## src/rtl/serial_add_sub.sv

```systemverilog
`default_nettype none
// ============================================================================
// Module   : serial_add_sub
// Purpose  : Digit-serial adder/subtractor. Processes DIGIT bits per clock
//            from the LSB upward through a DIGIT-wide ripple of full-adder
//            cells with a registered carry between digits.
// Revision : 1.0 - initial release
// ----------------------------------------------------------------------------
// Ports
//   clock  in   rising-edge clock
//   reset  in   asynchronous active-high reset
//   start  in   operation request, sampled only when not busy
//   sub    in   0 = A + B, 1 = A - B (sampled with start)
//   A, B   in   WIDTH-bit operands (sampled with start)
//   busy   out  operation in progress (RUN and DONE states)
//   done   out  one-cycle completion pulse
//   S      out  registered sum/difference
//   C_out  out  carry out of MSB (subtract: 1 = no borrow)
//   V      out  two's-complement overflow
// ============================================================================
module serial_add_sub #(
  parameter int WIDTH = 8,
  parameter int DIGIT = 1
) (
  input  logic             clock,
  input  logic             reset,
  input  logic             start,
  input  logic             sub,
  input  logic [WIDTH-1:0] A,
  input  logic [WIDTH-1:0] B,
  output logic             busy,
  output logic             done,
  output logic [WIDTH-1:0] S,
  output logic             C_out,
  output logic             V
);

  localparam int N  = WIDTH / DIGIT;
  localparam int CW = (N > 1) ? $clog2(N) : 1;
  localparam logic [CW-1:0] LAST_COUNT = CW'(N - 1);

  typedef enum logic [1:0] {
    IDLE = 2'd0,
    RUN  = 2'd1,
    DONE = 2'd2
  } state_t;

  state_t           state, state_next;
  logic             load, step;
  logic [WIDTH-1:0] a_reg, b_reg, psum, psum_next;
  logic             carry;
  logic [CW-1:0]    count;
  logic             last_digit;

  logic [DIGIT-1:0] dsum;
  logic             ripple_c, c_msb, d_cout;

  // Ripple of DIGIT full-adder cells over the low digit of the operands.
  // c_msb holds the carry entering the top cell of the digit; on the last
  // digit that is the carry into the word MSB, needed for overflow.
  always_comb begin
    ripple_c = carry;
    c_msb    = carry;
    dsum     = '0;
    for (int i = 0; i < DIGIT; i++) begin
      if (i == DIGIT - 1) c_msb = ripple_c;
      dsum[i]  = a_reg[i] ^ b_reg[i] ^ ripple_c;
      ripple_c = (a_reg[i] & b_reg[i]) | (ripple_c & (a_reg[i] ^ b_reg[i]));
    end
    d_cout = ripple_c;
  end

  // New digit enters at the MSB end so that after N steps the first digit
  // has arrived at bit 0.
  assign psum_next  = (psum >> DIGIT) | (WIDTH'(dsum) << (WIDTH - DIGIT));
  assign last_digit = (count == '0);

  always_ff @(posedge clock or posedge reset) begin
    if (reset) state <= IDLE;
    else       state <= state_next;
  end

  always_comb begin
    state_next = state;
    load       = 1'b0;
    step       = 1'b0;
    case (state)
      IDLE: begin
        if (start) begin
          load       = 1'b1;
          state_next = RUN;
        end
      end
      RUN: begin
        step = 1'b1;
        if (last_digit) state_next = DONE;
      end
      DONE: begin
        // Back-to-back: a start here reloads and skips IDLE.
        if (start) begin
          load       = 1'b1;
          state_next = RUN;
        end else begin
          state_next = IDLE;
        end
      end
      default: state_next = IDLE;
    endcase
  end

  always_ff @(posedge clock or posedge reset) begin
    if (reset) begin
      a_reg <= '0;
      b_reg <= '0;
      psum  <= '0;
      carry <= 1'b0;
      count <= '0;
      S     <= '0;
      C_out <= 1'b0;
      V     <= 1'b0;
    end else if (load) begin
      // Subtract as A + ~B + 1, the +1 injected as the initial carry.
      a_reg <= A;
      b_reg <= B ^ {WIDTH{sub}};
      carry <= sub;
      count <= LAST_COUNT;
      psum  <= '0;
    end else if (step) begin
      a_reg <= a_reg >> DIGIT;
      b_reg <= b_reg >> DIGIT;
      carry <= d_cout;
      psum  <= psum_next;
      if (!last_digit) begin
        count <= count - CW'(1);
      end else begin
        S     <= psum_next;
        C_out <= d_cout;
        V     <= c_msb ^ d_cout;
      end
    end
  end

  assign busy = (state != IDLE);
  assign done = (state == DONE);

endmodule
`default_nettype wire

```

## config.mk

```make
export PLATFORM = sky130hd
export DESIGN_NAME = serial_add_sub
export DESIGN_NICKNAME = d
export VERILOG_FILES = /design/src/rtl/serial_add_sub.sv
export SDC_FILE = /design/constraint.sdc
export NUM_CORES = 1
export LEC_CHECK = 0
export ABC_AREA = 1
export BUFFER_PORTS_ARGS = -buffer_cell sky130_fd_sc_hd__buf_4
export CORE_ASPECT_RATIO = 0.75
export CORE_MARGIN = 2
export CORE_UTILIZATION = 25
export DETAILED_ROUTE_END_ITERATION = 12
export SLEW_MARGIN = 20
export SYNTH_ARGS = -nofsm -noshare
export SYNTH_HDL_FRONTEND = slang
export SYNTH_SLANG_ARGS = --single-unit
```

## constraint.sdc

```tcl
create_clock -name clock -period 1.1 [get_ports clock]
set_input_delay 0.22 -clock clock [delete_from_list [all_inputs] [get_ports clock]]
set_output_delay 0.22 -clock clock [all_outputs]
set_load 0.005 [all_outputs]
```

### Word level (Yosys, flattened, before mapping)

Index checks and enable logic that the tools add are counted.

* register bits: 40
* bits of input ports: 20
* output and inout port bits: 12
* logic and storage cells: 50

* add/sub/neg operators: 1
* equal/unequal tests: 5
* multiplexer cells: 18
* bitwise gates (word level): 9
* reductions and logical operators: 8

Operator list (count)
* 8-bit 2-to-1 mux: 6
* 3-bit 2-to-1 mux: 3
* 7-bit by 8-bit OR with 8-bit output: 1
* 8-bit bitwise XOR: 1
* 1-bit 2-to-1 mux: 6
* 2-bit != test, second input constant: 3
* 2-bit case mux with 3 select lines: 1
* 2-bit 2-to-1 mux: 2
* 2-bit AND reduction: 2
* 2-bit nonzero test: 2
* 3-bit zero test: 1
* 3-bit AND reduction: 1
* 3-bit by 1-bit subtractor with 3-bit output, second input constant: 1
* 1-bit bitwise XOR: 3
* 1-bit AND: 2
* 2-bit by 1-bit equality test with 1-bit output, second input constant: 1
* 2-bit equality test, second input constant: 1
* 2-bit zero test: 1
* 2-bit OR reduction: 1
* 1-bit inverter: 1
* 1-bit OR: 1

### Logic depth before layout (Yosys ltp)

Gate-level depths: netlist of the first run.

* word-level depth: 5
* mapped depth: 8
* depth with buffers taken out: 7

### Least setup slack after synthesis of the first run

OpenSTA, ideal clock, no wires.

* path type: register -> register
* start point: register a_reg[0]
* end point: register carry, in the netlist c_msb
* setup time: 0.117 ns
* data arrival time: 1.060 ns
* data required time: 0.983 ns
* slack: -0.077 ns
* cell stages (with the launch flop): 6
* path buffers: 0
* period minus slack after synthesis: 1.177 ns
* path through: dfrtp_1 fa_1 inv_1 nand2_1 nand3_1 nand2_1

* cells in the longest elaborated chain, start to end: 5
* elaborated cells between the ends (all ways): 6
* classes of those cells: mux: 2; bitwise: 4

Ends and longest elaborated chain
* start, declared: line 50 `logic [WIDTH-1:0] a_reg, b_reg, psum, psum_next;`
* start signal, assigned: line 129 `a_reg <= a_reg >> DIGIT;`
* 1-bit bitwise XOR: line 68 `ripple_c = (a_reg[i] & b_reg[i]) | (ripple_c & (a_reg[i] ^ b_reg[i]));`
* 1-bit AND: line 68
* 1-bit OR (*): line 68
* via d_cout: line 56 `logic ripple_c, c_msb, d_cout;`
* 1-bit 2-to-1 mux (*): line 128 `end else if (step) begin`
* 1-bit 2-to-1 mux (*): line 121 `end else if (load) begin`
* end signal, assigned: line 125 `carry <= sub;`
* end signal, assigned: line 131 `carry <= d_cout;`
* end, declared: line 51 `logic carry;`

Mark *: on every way through the listed nets, which the timed path passes. The rest lies on a longest branch. The select of a mux whose other input is x is not followed.
A chain may end at the register's enable or synchronous reset.

### Final worst setup path of the first run

* start point: register count[0]
* end point: register S[4]

* cells in the longest elaborated chain, start to end: 2

Ends and longest elaborated chain
* start, declared: line 52 `logic [CW-1:0] count;`
* start signal, assigned: line 134 `count <= count - CW'(1);`
* 3-bit zero test: line 76 `assign last_digit = (count == '0);`
* 3-bit AND reduction (no source line)
* end signal, assigned: line 136 `S <= psum_next;`
* end, declared: line 33 `output logic [WIDTH-1:0] S,`

No other way between the ends.

==> run metrics, run 1 <==
largest net degree at the start of global routing 24; IO Count 32; post-synthesis adder-cell area fraction 2.42%; First-pass DRT Iterations 4; number of routed nets with antenna violations 0; most area-consuming cells after synthesis dfrtp_1, nand2_1, inv_1; gp weighted congestion 0.740; GRT Util Overall 11.1%; number of I/O port buffers 31; Residual DRC 0; critical path type flip-flop to flip-flop; Worst-Skew Late Latency 0.29 ns; Syn Inst Count 240; final hold violation count 0; Worst setup EP type flip-flop; vias in the first global route 1540; dpl hpwl 2960 µm; First DRT Iteration DRCs 53; CORE AREA 0.00726 mm²; Final #Nets 317; fin worst setup slack -0.140 ns; outcome complete, but fails checks; H-tree depth 2; Clock Pin Slew Worst Setup and Hold Paths 0.08 ns; relative slew slack 80.1%; leakage power 1.43 nW; Crit Path Max Fanout 5; violated checks negative setup slack; WHS 0.125 ns; Inserted Clock Buffers 5; CTS root buf clkbuf_8; Rows 27; R2R Setup Slk -0.14 ns; PD cells 2820 mW/mm²; share of cells above drive strength 1 33.2%; CTS tree done; Peak Freq 0.806 GHz; Vias 1628; post-synth cell types 18; Syn-to-layout area delta 47.9%; Setup TNS -2.76 ns; area share of xor/xnor cells in the synthesized design 0.941%; post-synth top area share 52.5%; Crit path required time 1.28 ns; grt total ovfl 0; n_diodes 0; clk sink count 39; Netlist Area Pre-Place 0.00186 mm²; die area 0.00816 mm²; crit start category flip-flop; overall power 7.75 mW; DR WL/cell 11.6 µm; CTS Buffer Depth 2; Total Wirelength 4610 µm; Max Cap Viol 0; Yosys reg bits 39; leading area contributor after synthesis dfrtp_1; via/cell ratio 4.11; worst hold-check path type primary input to flip-flop; Final Slew Violations 0; RSZ-0062 raised after global routing yes; Post-Syn Area per Cell 7.75 µm²; main combinational cell family by area after synthesis simple AND/OR/NAND/NOR gates; Final min period 1.24 ns; Ys Warns 0; Final setup violation count 39; synthesized net count 263; post-synthesis mux area share 0%; Die Ht 78.7 µm; Filler Cell Count 729; die width 104 µm; Post-Synth Simple-Gate Area 27.3%; compound-gate portion of the synthesized area 6.39%; CP arrival 1.42 ns; Initial Utilization 25.6%; Tightest Pin Transition 0.298 ns; setup skew after layout 0.00372 ns; Seq/Total Area, Yosys 52.5%; initial antenna violation count 0; maximum vdd ir drop 0.00110 V; Final period util 113%; first-pass GRT wire length 7180 µm
## cell usage after synthesis
cell       n
nor2_2     2
fa_1       1
ha_1       2
o22ai_1    7
nand2_1  108
buf_2      7
inv_1     37
dfrtp_1   39
o21ai_1    9
nand3_1   13
nand2_2    1
nor2_1     2
o21ai_0    6
buf_6      1
xnor2_1    2
nand2_4    1
inv_2      1
inv_4      1
## routing by layer
| metal | vias to the layer above | GRT usage, % | wire, µm |
|---|---|---|---|
| li1 | 833 | - | - |
| met5 | - | 0 | 0 |
| met3 | 7 | 4.60 | 240 |
| met1 | 760 | 14.1 | 2150 |
| met4 | 0 | 3.24 | 73 |
| met2 | 28 | 17.4 | 2150 |
## placed cells by master, fill, tap and decap left out, drive strengths merged
cell type / instances
clkinv: 1
nand3: 13
dlygate4sd3: 1
fa: 1
buf: 51
o22ai: 7
nor2: 4
dfrtp: 39
nand2: 110
o21ai: 15
inv: 38
clkbuf: 9
ha: 2
xnor2: 2
clkinvlp: 2
## per-stage QoR
step	cell area [µm²]	util (%)	std cells	setup slack, ns
4_1_cts	2540	35.0	392	-0.134
3_3_place_gp	2350	32.3	379	-0.0899
6_report	2750	37.9	396	-0.140
2_1_floorplan	1890	-	240	-0.0771
3_5_place_dp	2350	32.3	379	-0.116
5_1_grt	2750	37.9	396	-0.207
## power breakdown
part	internal, mW	total [mW]	switching (mW)
clock	0.443	0.964	0.520
sequential	2.10	2.49	0.390
combinational	2.04	4.30	2.26
## cells by family after synthesis
group	Yosys count
AOI/OAI and AO/OA	22
xor gates and xnor gates	2
adders and majority gates	3
buffers and inverters	47
DFF	39
and+or+nand+nor	127
## worst max-delay path: stages (launching register included)
cell and delay, ns:
dfrtp_1 0.40, inv_2 0.09, ha_4 0.14, inv_2 0.04, nor2_4 0.09, nand2_4 0.10
clkbuf_16 0.18, nand2_1 0.05, o21ai_1 0.05
## layout make-up
cell class	instances	area (µm²)	area share (%)
well taps	101	126	4.59
clock inverters	2	12.5	0.455
flip-flops and latches	39	976	35.5
clock buffers	6	72.6	2.64
inverters	39	158	5.73
repair buffers	55	547	19.9
multi-input cells	154	861	31.3
## path summary, 6_finish.rpt
check / startpoint / endpoint / cells after the start
setup reg to reg: count[0] / S[4] / 8
setup / recovery: count[0] / S[4] / 8
hold reg to reg: a_reg[5] / a_reg[5] / 2
max in group asynchronous: reset / psum[3] / 4
hold / removal: A[7] / a_reg[7] / 3
min in group asynchronous: reset / b_reg[1] / 4
## timing repair
action,CTS,global route
setup endpoints to repair,32,40
resized for setup,25,29
cloned,1,3
hold buffers,1,0
pin swaps,3,4
hold endpoints to repair,27,0
setup buffers,3,1
(Power assumes the default switching activity.)
==> inputs of run 2 (changes only) <==
--- a/config.mk
+++ b/config.mk
@@ -10,6 +10,7 @@
 export CORE_ASPECT_RATIO = 0.75
 export CORE_MARGIN = 2
-export CORE_UTILIZATION = 25
+export CORE_UTILIZATION = 49
 export DETAILED_ROUTE_END_ITERATION = 12
+export PLACE_DENSITY = 0.74
 export SLEW_MARGIN = 20
 export SYNTH_ARGS = -nofsm -noshare
==> constraint.sdc (replaced) <==
create_clock -name clock -period 1.1 [get_ports clock]
set_input_delay 0.22 -clock clock [delete_from_list [all_inputs] [get_ports clock]]
set_output_delay 0.22 -clock clock [all_outputs]
set_load 0.02 [all_outputs]
==> run metrics, run 2 (synthesis gave the netlist of run 1 again) <==
outcome complete, but fails checks; violated checks negative setup slack; CP arrival 1.06 ns (-0.36 ns); Syn-to-layout area delta 56.6%; final hold violation count 0 (unchanged); critical path type flip-flop to output port; Worst R2R Start c_msb; vias in the first global route 1439 (-6.6%); overall power 8.90 mW (+15%); WHS 0.111 ns (-0.0136 ns); RSZ-0062 raised after global routing yes; Final #Nets 321 (+1.3%); Final min period 1.28 ns (+0.0434 ns); Worst setup EP type output port; cell area after layout 0.00291 mm² (+5.9%); n_diodes 0 (unchanged); R2R Setup Slk -0.15 ns (about the same); most common cell after layout, fill and taps aside nand2_1; Placed Instances 330 (-13%); area post-placement 0.00230 mm² (-2.1%); worst r2r path cells 3 (-5); First-pass DRT Iterations 4 (unchanged); die width 75.2 µm (-27%); GRT busiest layer met2; relative slew slack 84.5% (+4.4 points); hold wc startpoint A[7]; Clock Pin Slew Worst Setup and Hold Paths 0.08 ns (about the same); Rows 19 (-30%); Peak Freq 0.779 GHz (-3.4%); Critical R2R Capture psum[7]; Max Cap Viol 0 (unchanged); Die Ht 57.4 µm (-27%); worst hold-check path type primary input to flip-flop; CTS root buf clkbuf_8; Vias 1726 (+6.0%); Final period util 117% (+3.9 points); gp weighted congestion 0.780 (+5.4%); grt total ovfl 0 (unchanged); CTS tree done; H-tree depth 2 (unchanged); Total Wirelength 5220 µm (+13%); Crit Path Max Fanout 2 (-3); CTS Buffer Depth 2 (unchanged); routing usage on met2 29.7% (+12 points); Final Slew Violations 0 (unchanged); via/cell ratio 4.92 (+20%); Crit path required time 0.88 ns (-0.40 ns); area of the multi-input gates 988 µm² (+15%); Initial Utilization 50.8% (+25 points); IO Count 32 (unchanged); final cell count without fillers 351 (-11%); first-pass GRT wire length 6410 µm (-11%); die area 0.00431 mm² (-47%); CORE AREA 0.00366 mm² (-50%); post-layout util 79.6% (+42 points); grt met3 use 4.77% (+0.17 points); number of I/O port buffers 31 (unchanged); First DRT Iteration DRCs 97 (+83%); dpl hpwl 2550 µm (-14%); Worst Hold Path Cells 3 (unchanged); GRT Util Overall 20.5% (+9.4 points); Filler Cell Count 242 (-67%); grt met1 use 29.1% (+15 points); largest net degree at the start of global routing 40 (+67%); initial antenna violation count 0 (unchanged); setup skew after layout 0.0107 ns (+0.00698 ns); PD cells 3050 mW/mm² (+8.4%); share of cells above drive strength 1 44.8% (+12 points); Worst-Skew Late Latency 0.30 ns (about the same); Residual DRC 0 (unchanged); crit start category flip-flop; Inserted Clock Buffers 5 (unchanged); Worst Hold End a_reg[7]; fin worst setup slack -0.183 ns (-0.0434 ns); leakage power 1.52 nW (+6.5%); Tightest Pin Transition 0.230 ns (-0.0684 ns); clk sink count 39 (unchanged); maximum vdd ir drop 0.00146 V (+33%); Final setup violation count 40 (+2.6%); DR WL/cell 14.9 µm (+28%); most frequent cells in the layout nand2_1, dfrtp_1, buf_4, inv_1, buf_6; Reg area 977 µm² (+0.13%); number of routed nets with antenna violations 0 (unchanged)
[run 2: cell types whose count changed in the layout (fill, tap and decap cells not counted), moves of 2 or more]
cell     previous run  this run
buf_6               9        15
nand3_2             2         7
nand2_4             4        14
nand3_1            11         6
nand2_1           100        80
inv_1              29        27
o21ai_2             2         6
buf_4              38        35
o21ai_1            10         5
nand2_2             4        14
[run 2: power by group]
| part | switching [mW] | internal, mW |
|---|---|---|
| Clock | 0.548 | 0.676 |
| Sequential | 0.462 | 2.10 |
| Combinational | 2.83 | 2.28 |
[run 2: layer usage]
layer,share of wire (%),vias up
met1,43,826
met4,1.9,0
met2,50,54
met3,4.6,8
li1,-,838
met5,0,-
[run 2: final cells by class]
class	instances	area share, %
clock buffer	5	2.36
sequential	39	33.5
tap	52	2.23
inverter	39	5.67
multi-input combinational	154	33.9
clock inverter	3	1.50
timing repair buffer	58	20.5
timing repair inverter	1	0.301
[run 2: what timing repair did]
| item | 4_1_cts | 5_1_grt |
|---|---|---|
| pin swaps | 7 | 15 |
| setup endpoints to repair | 25 | 42 |
| setup buffers | 3 | 4 |
| hold endpoints to repair | 39 | 0 |
| hold buffers | 1 | 0 |
| gates cloned | 1 | 4 |
| resized for setup | 17 | 82 |
[run 2: metrics by stage]
step	setup TNS [ns]	setup slack, ns
3_5_place_dp	-1.33	-0.135
5_1_grt	-5.70	-0.209
2_1_floorplan	-0.165	-0.0771
6_report	-3.89	-0.183
3_3_place_gp	-0.833	-0.0854
4_1_cts	-2.63	-0.165
[run 2: critical path, stage by stage (launching register included)]
cell and delay [ns]:
dfrtp_1 0.38, inv_2 0.05, buf_6 0.11, nor2_2 0.10, buf_6 0.12
[run 2: worst max-delay path by stage]
stage | from | to | slack (ns) | cells past startpoint
final | state[1] | done | -0.18 | 4
after global routing | state[0] | busy | -0.21 | 3
after CTS | state[1] | done | -0.17 | 4
after detailed placement | b_reg[0] | psum[7] | -0.14 | 3
after global placement | b_reg[0] | psum[7] | -0.09 | 3
after floorplan | b_reg[0] | psum[7] | -0.08 | 3
